**config.mk**
```make
export PLATFORM = sky130hd
export DESIGN_NAME = keypad_matrix_scan
export DESIGN_NICKNAME = d
export VERILOG_FILES = /design/src/rtl/keypad_pkg.sv /design/src/rtl/sync_2ff.sv /design/src/rtl/keypad_matrix_scan.sv
export SDC_FILE = /design/constraint.sdc
export NUM_CORES = 1
export LEC_CHECK = 0
export ABC_AREA = 1
export BUFFER_PORTS_ARGS = -buffer_cell sky130_fd_sc_hd__buf_2
export CAP_MARGIN = 5
export CORE_ASPECT_RATIO = 0.8
export CORE_MARGIN = 2
export CORE_UTILIZATION = 50
export DETAILED_ROUTE_END_ITERATION = 8
export PLACE_DENSITY_LB_ADDON = 0.05
export SLEW_MARGIN = 20
export SYNTH_ARGS = -nofsm -noshare
export SYNTH_HDL_FRONTEND = slang
export SYNTH_SLANG_ARGS = --single-unit
export TNS_END_PERCENT = 30
```
**constraint.sdc**
```tcl
create_clock -name clk -period 1.99 [get_ports clk]
set_input_delay 0.398 -clock clk [delete_from_list [all_inputs] [get_ports clk]]
set_output_delay 0.398 -clock clk [all_outputs]
set_load 0.02 [all_outputs]
```
**src/rtl/keypad_pkg.sv**
```systemverilog
// keypad_pkg
// Shared types and helpers for the 4x4 keypad scanner.
//   kp_state_t : scanner FSM states
//   COL_INIT   : column drive after reset (column 0 driven low)
//   ROWS_IDLE  : row pattern with no key pulling any row low
//   kp_code    : key code from row/column index (row*4 + col)
//   one_low    : {valid, row_idx}; valid only when exactly one row is low
//   col_index  : index of the low bit in a one-hot-low column drive
package keypad_pkg;

  typedef enum logic [1:0] {IDLE, DEBOUNCE, PRESSED, RELEASE} kp_state_t;

  localparam logic [3:0] COL_INIT  = 4'b1110;
  localparam logic [3:0] ROWS_IDLE = 4'b1111;

  // row*4 + col is just the two indices concatenated.
  function automatic logic [3:0] kp_code(input logic [1:0] row_idx, input logic [1:0] col_idx);
    return {row_idx, col_idx};
  endfunction

  // Zero or several low rows are both treated as "no key"; several low rows is a ghost.
  function automatic logic [2:0] one_low(input logic [3:0] rows);
    logic [2:0] res;
    case (rows)
      4'b1110: res = 3'b100;
      4'b1101: res = 3'b101;
      4'b1011: res = 3'b110;
      4'b0111: res = 3'b111;
      default: res = 3'b000;
    endcase
    return res;
  endfunction

  function automatic logic [1:0] col_index(input logic [3:0] col);
    logic [1:0] res;
    case (col)
      4'b1101: res = 2'd1;
      4'b1011: res = 2'd2;
      4'b0111: res = 2'd3;
      default: res = 2'd0;
    endcase
    return res;
  endfunction

endpackage

```
**src/rtl/sync_2ff.sv**
```systemverilog
// sync_2ff
// Two flip-flop synchroniser for a bus of independent asynchronous bits.
//   clk   : destination clock
//   reset : asynchronous, active-low reset (loads RST_VAL)
//   d     : asynchronous input bits
//   q     : synchronised output bits (two clk of latency)
module sync_2ff #(
  parameter int               WIDTH   = 4,
  parameter logic [WIDTH-1:0] RST_VAL = '1
) (
  input  logic             clk,
  input  logic             reset,
  input  logic [WIDTH-1:0] d,
  output logic [WIDTH-1:0] q
);

  logic [WIDTH-1:0] meta_reg;
  logic [WIDTH-1:0] sync_reg;

  always_ff @(posedge clk or negedge reset) begin
    if (!reset) begin
      meta_reg <= RST_VAL;
      sync_reg <= RST_VAL;
    end else begin
      meta_reg <= d;
      sync_reg <= meta_reg;
    end
  end

  assign q = sync_reg;

endmodule

```
**src/rtl/keypad_matrix_scan.sv**
```systemverilog
// keypad_matrix_scan
// Scans a 4x4 active-low keypad one column per slot, debounces press and
// release over several slot samples, and reports one code per press.
//   clk       : system clock
//   reset     : asynchronous, active-low reset
//   row_in    : keypad rows, active-low, asynchronous to clk
//   col_out   : column drive, active-low one-hot
//   key_code  : last accepted key (row*4 + col), held until the next press
//   key_valid : one-cycle pulse when key_code takes a new accepted press
//   key_held  : high from acceptance until the release has been debounced
module keypad_matrix_scan
  import keypad_pkg::*;
#(
  parameter int SCAN_DIV       = 50000,
  parameter int DEBOUNCE_SCANS = 4
) (
  input  logic       clk,
  input  logic       reset,
  input  logic [3:0] row_in,
  output logic [3:0] col_out,
  output logic [3:0] key_code,
  output logic       key_valid,
  output logic       key_held
);

  localparam int SW = (SCAN_DIV > 1) ? $clog2(SCAN_DIV) : 1;
  localparam int DW = $clog2(DEBOUNCE_SCANS + 1);
  localparam logic [SW-1:0] SLOT_LAST = SW'(SCAN_DIV - 1);
  localparam logic [DW-1:0] DB_LIMIT  = DW'(DEBOUNCE_SCANS);

  logic [3:0]    rows_s;
  logic [SW-1:0] slot_reg;
  logic          strobe;

  kp_state_t     state_reg, state_next;
  logic [DW-1:0] db_reg, db_next, db_inc;
  logic [1:0]    row_reg, row_next;
  logic [1:0]    col_reg, col_next;
  logic [3:0]    col_out_reg, col_out_next, col_rot;
  logic [3:0]    code_reg, code_next;
  logic          valid_reg, valid_next;
  logic          held_reg, held_next;

  logic [2:0]    sample;
  logic          sample_valid;
  logic [1:0]    sample_row;
  logic          rows_clear;
  logic          latched_low;

  sync_2ff #(
    .WIDTH   (4),
    .RST_VAL (ROWS_IDLE)
  ) u_row_sync (
    .clk   (clk),
    .reset (reset),
    .d     (row_in),
    .q     (rows_s)
  );

  // Free-running slot counter; the sample strobe is its last count.
  always_ff @(posedge clk or negedge reset) begin
    if (!reset) begin
      slot_reg <= '0;
    end else if (slot_reg == SLOT_LAST) begin
      slot_reg <= '0;
    end else begin
      slot_reg <= slot_reg + SW'(1);
    end
  end

  assign strobe = (slot_reg == SLOT_LAST);

  assign sample       = one_low(rows_s);
  assign sample_valid = sample[2];
  assign sample_row   = sample[1:0];
  // Release needs all rows high; a multi-row ghost is neither press nor release.
  assign rows_clear   = (rows_s == ROWS_IDLE);
  assign latched_low  = ~rows_s[row_reg];
  assign col_rot      = {col_out_reg[2:0], col_out_reg[3]};
  // Saturating increment so the debounce count never wraps.
  assign db_inc       = (db_reg >= DB_LIMIT) ? db_reg : db_reg + DW'(1);

  always_ff @(posedge clk or negedge reset) begin
    if (!reset) begin
      state_reg   <= IDLE;
      db_reg      <= '0;
      row_reg     <= '0;
      col_reg     <= '0;
      col_out_reg <= COL_INIT;
      code_reg    <= '0;
      valid_reg   <= 1'b0;
      held_reg    <= 1'b0;
    end else begin
      state_reg   <= state_next;
      db_reg      <= db_next;
      row_reg     <= row_next;
      col_reg     <= col_next;
      col_out_reg <= col_out_next;
      code_reg    <= code_next;
      valid_reg   <= valid_next;
      held_reg    <= held_next;
    end
  end

  always_comb begin
    state_next   = state_reg;
    db_next      = db_reg;
    row_next     = row_reg;
    col_next     = col_reg;
    col_out_next = col_out_reg;
    code_next    = code_reg;
    valid_next   = 1'b0;
    held_next    = held_reg;

    if (strobe) begin
      case (state_reg)
        IDLE: begin
          if (sample_valid) begin
            row_next   = sample_row;
            col_next   = col_index(col_out_reg);
            db_next    = DW'(1);
            state_next = DEBOUNCE;
          end else begin
            col_out_next = col_rot;
          end
        end
        DEBOUNCE: begin
          if (sample_valid && (sample_row == row_reg)) begin
            if (db_inc >= DB_LIMIT) begin
              code_next  = kp_code(row_reg, col_reg);
              valid_next = 1'b1;
              held_next  = 1'b1;
              db_next    = '0;
              state_next = PRESSED;
            end else begin
              db_next = db_inc;
            end
          end else begin
            // Bounce or a different key: abandon this column and move on.
            db_next      = '0;
            state_next   = IDLE;
            col_out_next = col_rot;
          end
        end
        PRESSED: begin
          if (rows_clear) begin
            db_next    = DW'(1);
            state_next = RELEASE;
          end
        end
        RELEASE: begin
          if (rows_clear) begin
            if (db_inc >= DB_LIMIT) begin
              held_next    = 1'b0;
              db_next      = '0;
              state_next   = IDLE;
              col_out_next = col_rot;
            end else begin
              db_next = db_inc;
            end
          end else if (latched_low) begin
            // Contact bounced back: still the same press, no new pulse.
            db_next    = '0;
            state_next = PRESSED;
          end
        end
        default: begin
          state_next = IDLE;
        end
      endcase
    end
  end

  assign col_out   = col_out_reg;
  assign key_code  = code_reg;
  assign key_valid = valid_reg;
  assign key_held  = held_reg;

endmodule

```
After elaboration in Yosys (flattened, before gate mapping)
Index checks and enable logic that the tools add are counted.
- word-level logic and storage cells: 85
- bits of input ports: 6
- output and inout port bits: 10
- register bits: 43
- mux-type cells: 35
- $lt $le $gt $ge: 3
- reductions and logical operators: 10
- eq/ne operators: 24
- add/sub/neg operators: 2
- operator list (operator ; number):
    $eq A4 B4 Y1 const B ; 6
    $pmux W3 S4 ; 2
    $mux W3 ; 7
    $reduce_and A6 Y1 ; 3
    $add A16 B1 Y16 const B ; 1
    $eq A16 B16 Y1 const B ; 1
    $mux W16 ; 1
    $mux W4 ; 4
    $ne A2 B2 Y1 const B ; 8
    $mux W2 ; 7
    $pmux W4 S3 ; 1
    $mux W1 ; 9
    $ne A3 B3 Y1 const B ; 3
    $eq A4 B3 Y1 const B ; 2
    $pmux W2 S4 ; 1
    $reduce_and A4 Y1 ; 2
    $ge A3 B3 Y1 const B ; 2
    $pmux W2 S3 ; 1
    $eq A2 B2 Y1 const B ; 2
    $add A3 B1 Y3 const B ; 1
    $lt A2 B3 Y1 const B ; 1
    $reduce_and A3 Y1 ; 1
    $reduce_bool A3 Y1 ; 1
    $bmux W1 S2 ; 1
    other kinds (6) ; 6

Logic depth before layout (Yosys ltp)
- depth in word-level cells: 7
- gate-level depth with buffers: 14
- mapped depth without buffers: 14

Hierarchy
From an unflattened synthesis, not the netlist that was laid out.
- cell total of the unflattened synthesis: 255
- area total of the unflattened synthesis: 2250.9 um^2
- modules (own cells, without submodules) (module ; times used ; cells each ; area each (um^2) ; seq. area each (um^2)):
    keypad_matrix_scan ; 1 ; 247 ; 2040.7 ; 879.6
    sync_2ff ; 1 ; 8 ; 210.2 ; 210.2

Worst setup path before layout
Ideal clock, no wire load.
- path type: register to register
- start point: register u_row_sync.sync_reg[1] (netlist: u_row_sync.q[1])
- end point: register state_reg[1]
- arrival: 1.430 ns
- buffers on the path: 0
- data required time: 1.877 ns
- clock period less this slack: 1.543 ns
- path slack: 0.447 ns
- stages on the path, launching flop included: 14
- setup time: 0.113 ns
- cell sequence: dfstp_2 nand2_1 clkinv_1 nand3_4 nand2_2 nand2_1 nor2_4 nand2_2 nand2_2 nand2_2 nand2_2 nand2_1 nand2_1 inv_1
- longest elaborated chain between the ends: 6
- elaborated cells between the ends (all ways): 19
- classes of those cells: eq/ne (11); mux (6); reduce/logical (2)
- ends and longest elaborated chain (what ; line ; text):
    from (decl) ; sync_2ff.sv:18 ; logic [WIDTH-1:0] sync_reg;
    from (signal assigned) ; sync_2ff.sv:26 ; sync_reg <= meta_reg;
    $eq A4 B3 Y1 or $eq A4 B4 Y1 (tied branches) ; keypad_pkg.sv:24 ; case (rows)
    $pmux W3 S4 ; keypad_pkg.sv:24 ;
    $eq A2 B2 Y1 ; keypad_matrix_scan.sv:128 ; if (sample_valid && (sample_row == row_reg)) begin
    $logic_and A1 B1 Y1 ; keypad_matrix_scan.sv:128 ;
    $ne A3 B3 Y1 (no line) or $mux W2 (tied branches) ; n/a ;
    $reduce_and A6 Y1 (no line) or $pmux W2 S4 (tied branches) ; n/a ;
    to (signal assigned) ; keypad_matrix_scan.sv:94 ; state_reg <= state_next;
    to (decl) ; keypad_matrix_scan.sv:35 ; kp_state_t state_reg, state_next;
Parallel ways exist; a longest one is shown, timed or not. The select of a mux whose other input is x is not followed.
A chain may end at the register's enable or synchronous reset.

Final worst setup path
- start point: register u_row_sync.sync_reg[1] (netlist: u_row_sync.q[1])
- end point: register state_reg[0]
Same word-level chain as after synthesis.

==> impl_results.md <==
* Critical Path AT at 1890 ps
* Status: completed
* Clk_lat worst skew at 300 ps
* First-pass GRT wire length at just under 7000 um
* Routed wire per std cell at 11.6 um
* Mapped Nets at 263
* M3 GR Usage at 0.0434
* Root Driver: clkbuf_8
* Final hold slack at approximately 56 ps
* Synth Instances at between 200 and 300
* RR Endpoint: state_reg[0]
* CTS Sinks at between 40 and 50
* Final period util at 0.844
* H-tree Lvls at 2
* Nets@finish at roughly 290
* Vias at approximately 1,600
* Hold buffers post-CTS at 0
* Post-DP HPWL at 2920 um
* Initial antenna violation count at 0
* Crit path launch type: flip-flop
* RSZ-0062 raised after global routing: false
* Area added between synthesis and finish at 13.0%
* Max IR drop VDD at about 0.45 mV
* DR vias/cell at approximately 5
* Mapped cell area at between 2000 and 2500 sq um
* Final Power at ~1.7 mW
* Critical-path top delay cell: dfstp_2
* Post-route DRC at 0
* Met1 Use GR at 0.286
* Crit path max-delay family: simple AND/OR/NAND/NOR gates
* WL final at about 3900 um
* Setup Skew at 5.31 ps
* Fin. Hold Viols at 0
* Remaining Overflow, GRT at 0
* Peak Freq at 0.595 GHz
* CP Data Required Time at around 2200 ps
* Pre-CTS setup slack at roughly 320 ps
* Final setup violation count at 0
* Filler Cell Count at between 300 and 400
* Sequential share of the synthesized area at 0.501
* Synth Warn # at 0
* Post-CTS setup buffer count at 0
* CP dominant cell by count: nand2_2
* Cell depth of the worst flop-to-flop path at 13
* Register area at 1090 sq um
* Die height at between 60 and 70 um
* Cell Chain, Critical Path: nand2_1 -> clkinv_1 -> nand3_4 -> nand2_2 -> nand2_1 -> nor2_4 -> nand2_2 -> nand2_2 -> nand2_2 -> nand2_2 -> nand2_1 -> nand2_1 -> inv_1
* Syn avg cell area at around 8.6 sq um
* Fin crit period at between 1500 and 2000 ps
* Max cap viols at 0
* IO Count at 16
* Setup TNS Final at 0 ps
* Antenna cell count at 0
* Share of cells above drive strength 1 at 0.227
* R2R Path Start: u_row_sync.q[1]
* Static Leak at 1.23 nW
* Max FFs per register at 16
* CTS Buf Count at 5
* Largest fanout on the critical path at 5
* Vias in the first global route at around 1,500
* CTS tree: built
* Crit. End Element: flip-flop
* Initial Util at 0.521
* Row count at 21
* Slew headroom at 0.743
* Port Buffers at 15
* Setup ws final at around 310 ps
* Largest net degree at the start of global routing at 44
* Min-Delay Path Class: input pin to asynchronous set/reset pin
* WP buf/inv at 2
* Flops & latches, synth at 43
* Drt pass-1 iters at 4
* Multi-input gate area at 918 sq um
* Total GRT Usage at 0.181
* Worst-Margin Slew at ~380 ps
* Reg2reg setup slack at around 310 ps
* Crit path from: u_row_sync.q[1]
* Initial DRC Count at 95
* Antenna-violating nets left at 0
* Core footprint at between 4000 and 5000 sq um
* CTS clk-pin slew, worst paths at 90 ps
* Largest stage delay on the critical path at approximately 560 ps
* Critical path class: flip-flop to flip-flop
* Gates resized, CTS repair at 0
* Met2 usage at 0.228
* Die width at 77.8 um
* Maximum root-to-sink buffer count at 2
* Die footprint at between 4000 and 5000 sq um
* Global route hottest layer: met1
* Distinct cells, synth at 34
* Routability cong. at approximately 0.80
* Max-slew violation count at 0
* PwrDens at just under 700 nW/um^2
per-stage QoR:
step | utilization | instance area, sq um | std cells
floorplan | - | 2180 | 254
global placement | 0.561 | 2340 | 327
detailed placement | 0.561 | 2340 | 327
CTS | 0.589 | 2460 | 335
global route | 0.589 | 2460 | 335
finish | 0.589 | 2460 | 335
Yosys cell counts:
master,n,area (sq um)
clkinv_1,2,7.51
nor3_2,1,10.0
nor3_1,1,5.00
o21ai_1,5,25.0
nor4_1,3,18.8
dfrtp_1,32,801
nor2_2,4,25.0
a31oi_1,2,12.5
ha_1,3,37.5
nand2_4,3,33.8
nor3_4,1,16.3
a21oi_1,7,35.0
nor2_4,2,22.5
a211oi_1,1,7.51
and3_4,1,11.3
o211ai_1,1,7.51
xnor2_1,2,17.5
o21ai_0,6,30.0
inv_1,39,146
a21oi_4,1,16.3
dfstp_2,11,289
clkinv_4,1,8.76
o22ai_1,3,18.8
nand2_1,62,233
nand3_4,1,17.5
clkinv_2,1,5.00
nor2_1,24,90.1
xor2_1,3,26.3
nand4_1,4,25.0
nand3_2,3,30.0
or2_1,1,6.26
nand2_2,8,50.1
nor2_8,1,20.0
nand3_1,14,70.1
cell usage in the layout, fill, tap and decap left out, types with 4 or more instances in the layout:
| cell type | Yosys | routed |
|---|---|---|
| dfstp_2 | 11 | 11 |
| clkbuf_8 | 0 | 5 |
| nor2_2 | 4 | 4 |
| inv_1 | 39 | 39 |
| o21ai_0 | 6 | 6 |
| buf_2 | 0 | 15 |
| nand4_1 | 4 | 4 |
| nand2_2 | 8 | 8 |
| o21ai_1 | 5 | 5 |
| nor2_1 | 24 | 24 |
| dfrtp_1 | 32 | 32 |
| nand2_1 | 62 | 62 |
| a21oi_1 | 7 | 7 |
| nand3_1 | 14 | 14 |
layout make-up:
| class | instances | area share |
|---|---|---|
| clock buffer | 5 | 0.0280 |
| timing repair buffer | 16 | 0.0387 |
| clock inverter | 3 | 0.0193 |
| inverter | 43 | 0.0682 |
| sequential | 43 | 0.443 |
| multi-input combinational | 168 | 0.374 |
| tap | 57 | 0.0290 |
report_power, final:
part / switching (mW) / internal (mW) / leakage, nW / total, mW
combinational: 0.0391 / 0.0166 / 0.623 / 0.0557
clock: 0.322 / 0.380 / 0.0587 / 0.703
sequential: 0.00543 / 0.888 / 0.548 / 0.894
how the worst max path moves through the flow:
stage	depth (start not counted)	slack (ps)	endpoint
finish	13	310	state_reg[0]
global route	9	80	slot_reg[12]
CTS	13	300	state_reg[0]
detailed placement	13	320	state_reg[0]
global placement	13	350	state_reg[0]
floorplan	13	450	state_reg[1]
layer usage:
metal	wire, um	share of wire
met5	0	0
met3	115	0.030
met1	2200	0.57
met4	71	0.018
met2	1500	0.39
cell families (layout without fill, tap and decap cells):
group | Yosys count | after routing | share of synthesized area
AO/OA/AOI/OAI | 26 | 26 | 0.0702
XOR/XNOR | 5 | 5 | 0.0201
adder cells (fa/ha/maj) | 3 | 3 | 0.0173
buffers and inverters | 43 | 67 | 0.0771
flip-flops | 43 | 43 | 0.501
AND/OR/NAND/NOR | 134 | 134 | 0.315
Power figures use the tool's default switching activity.
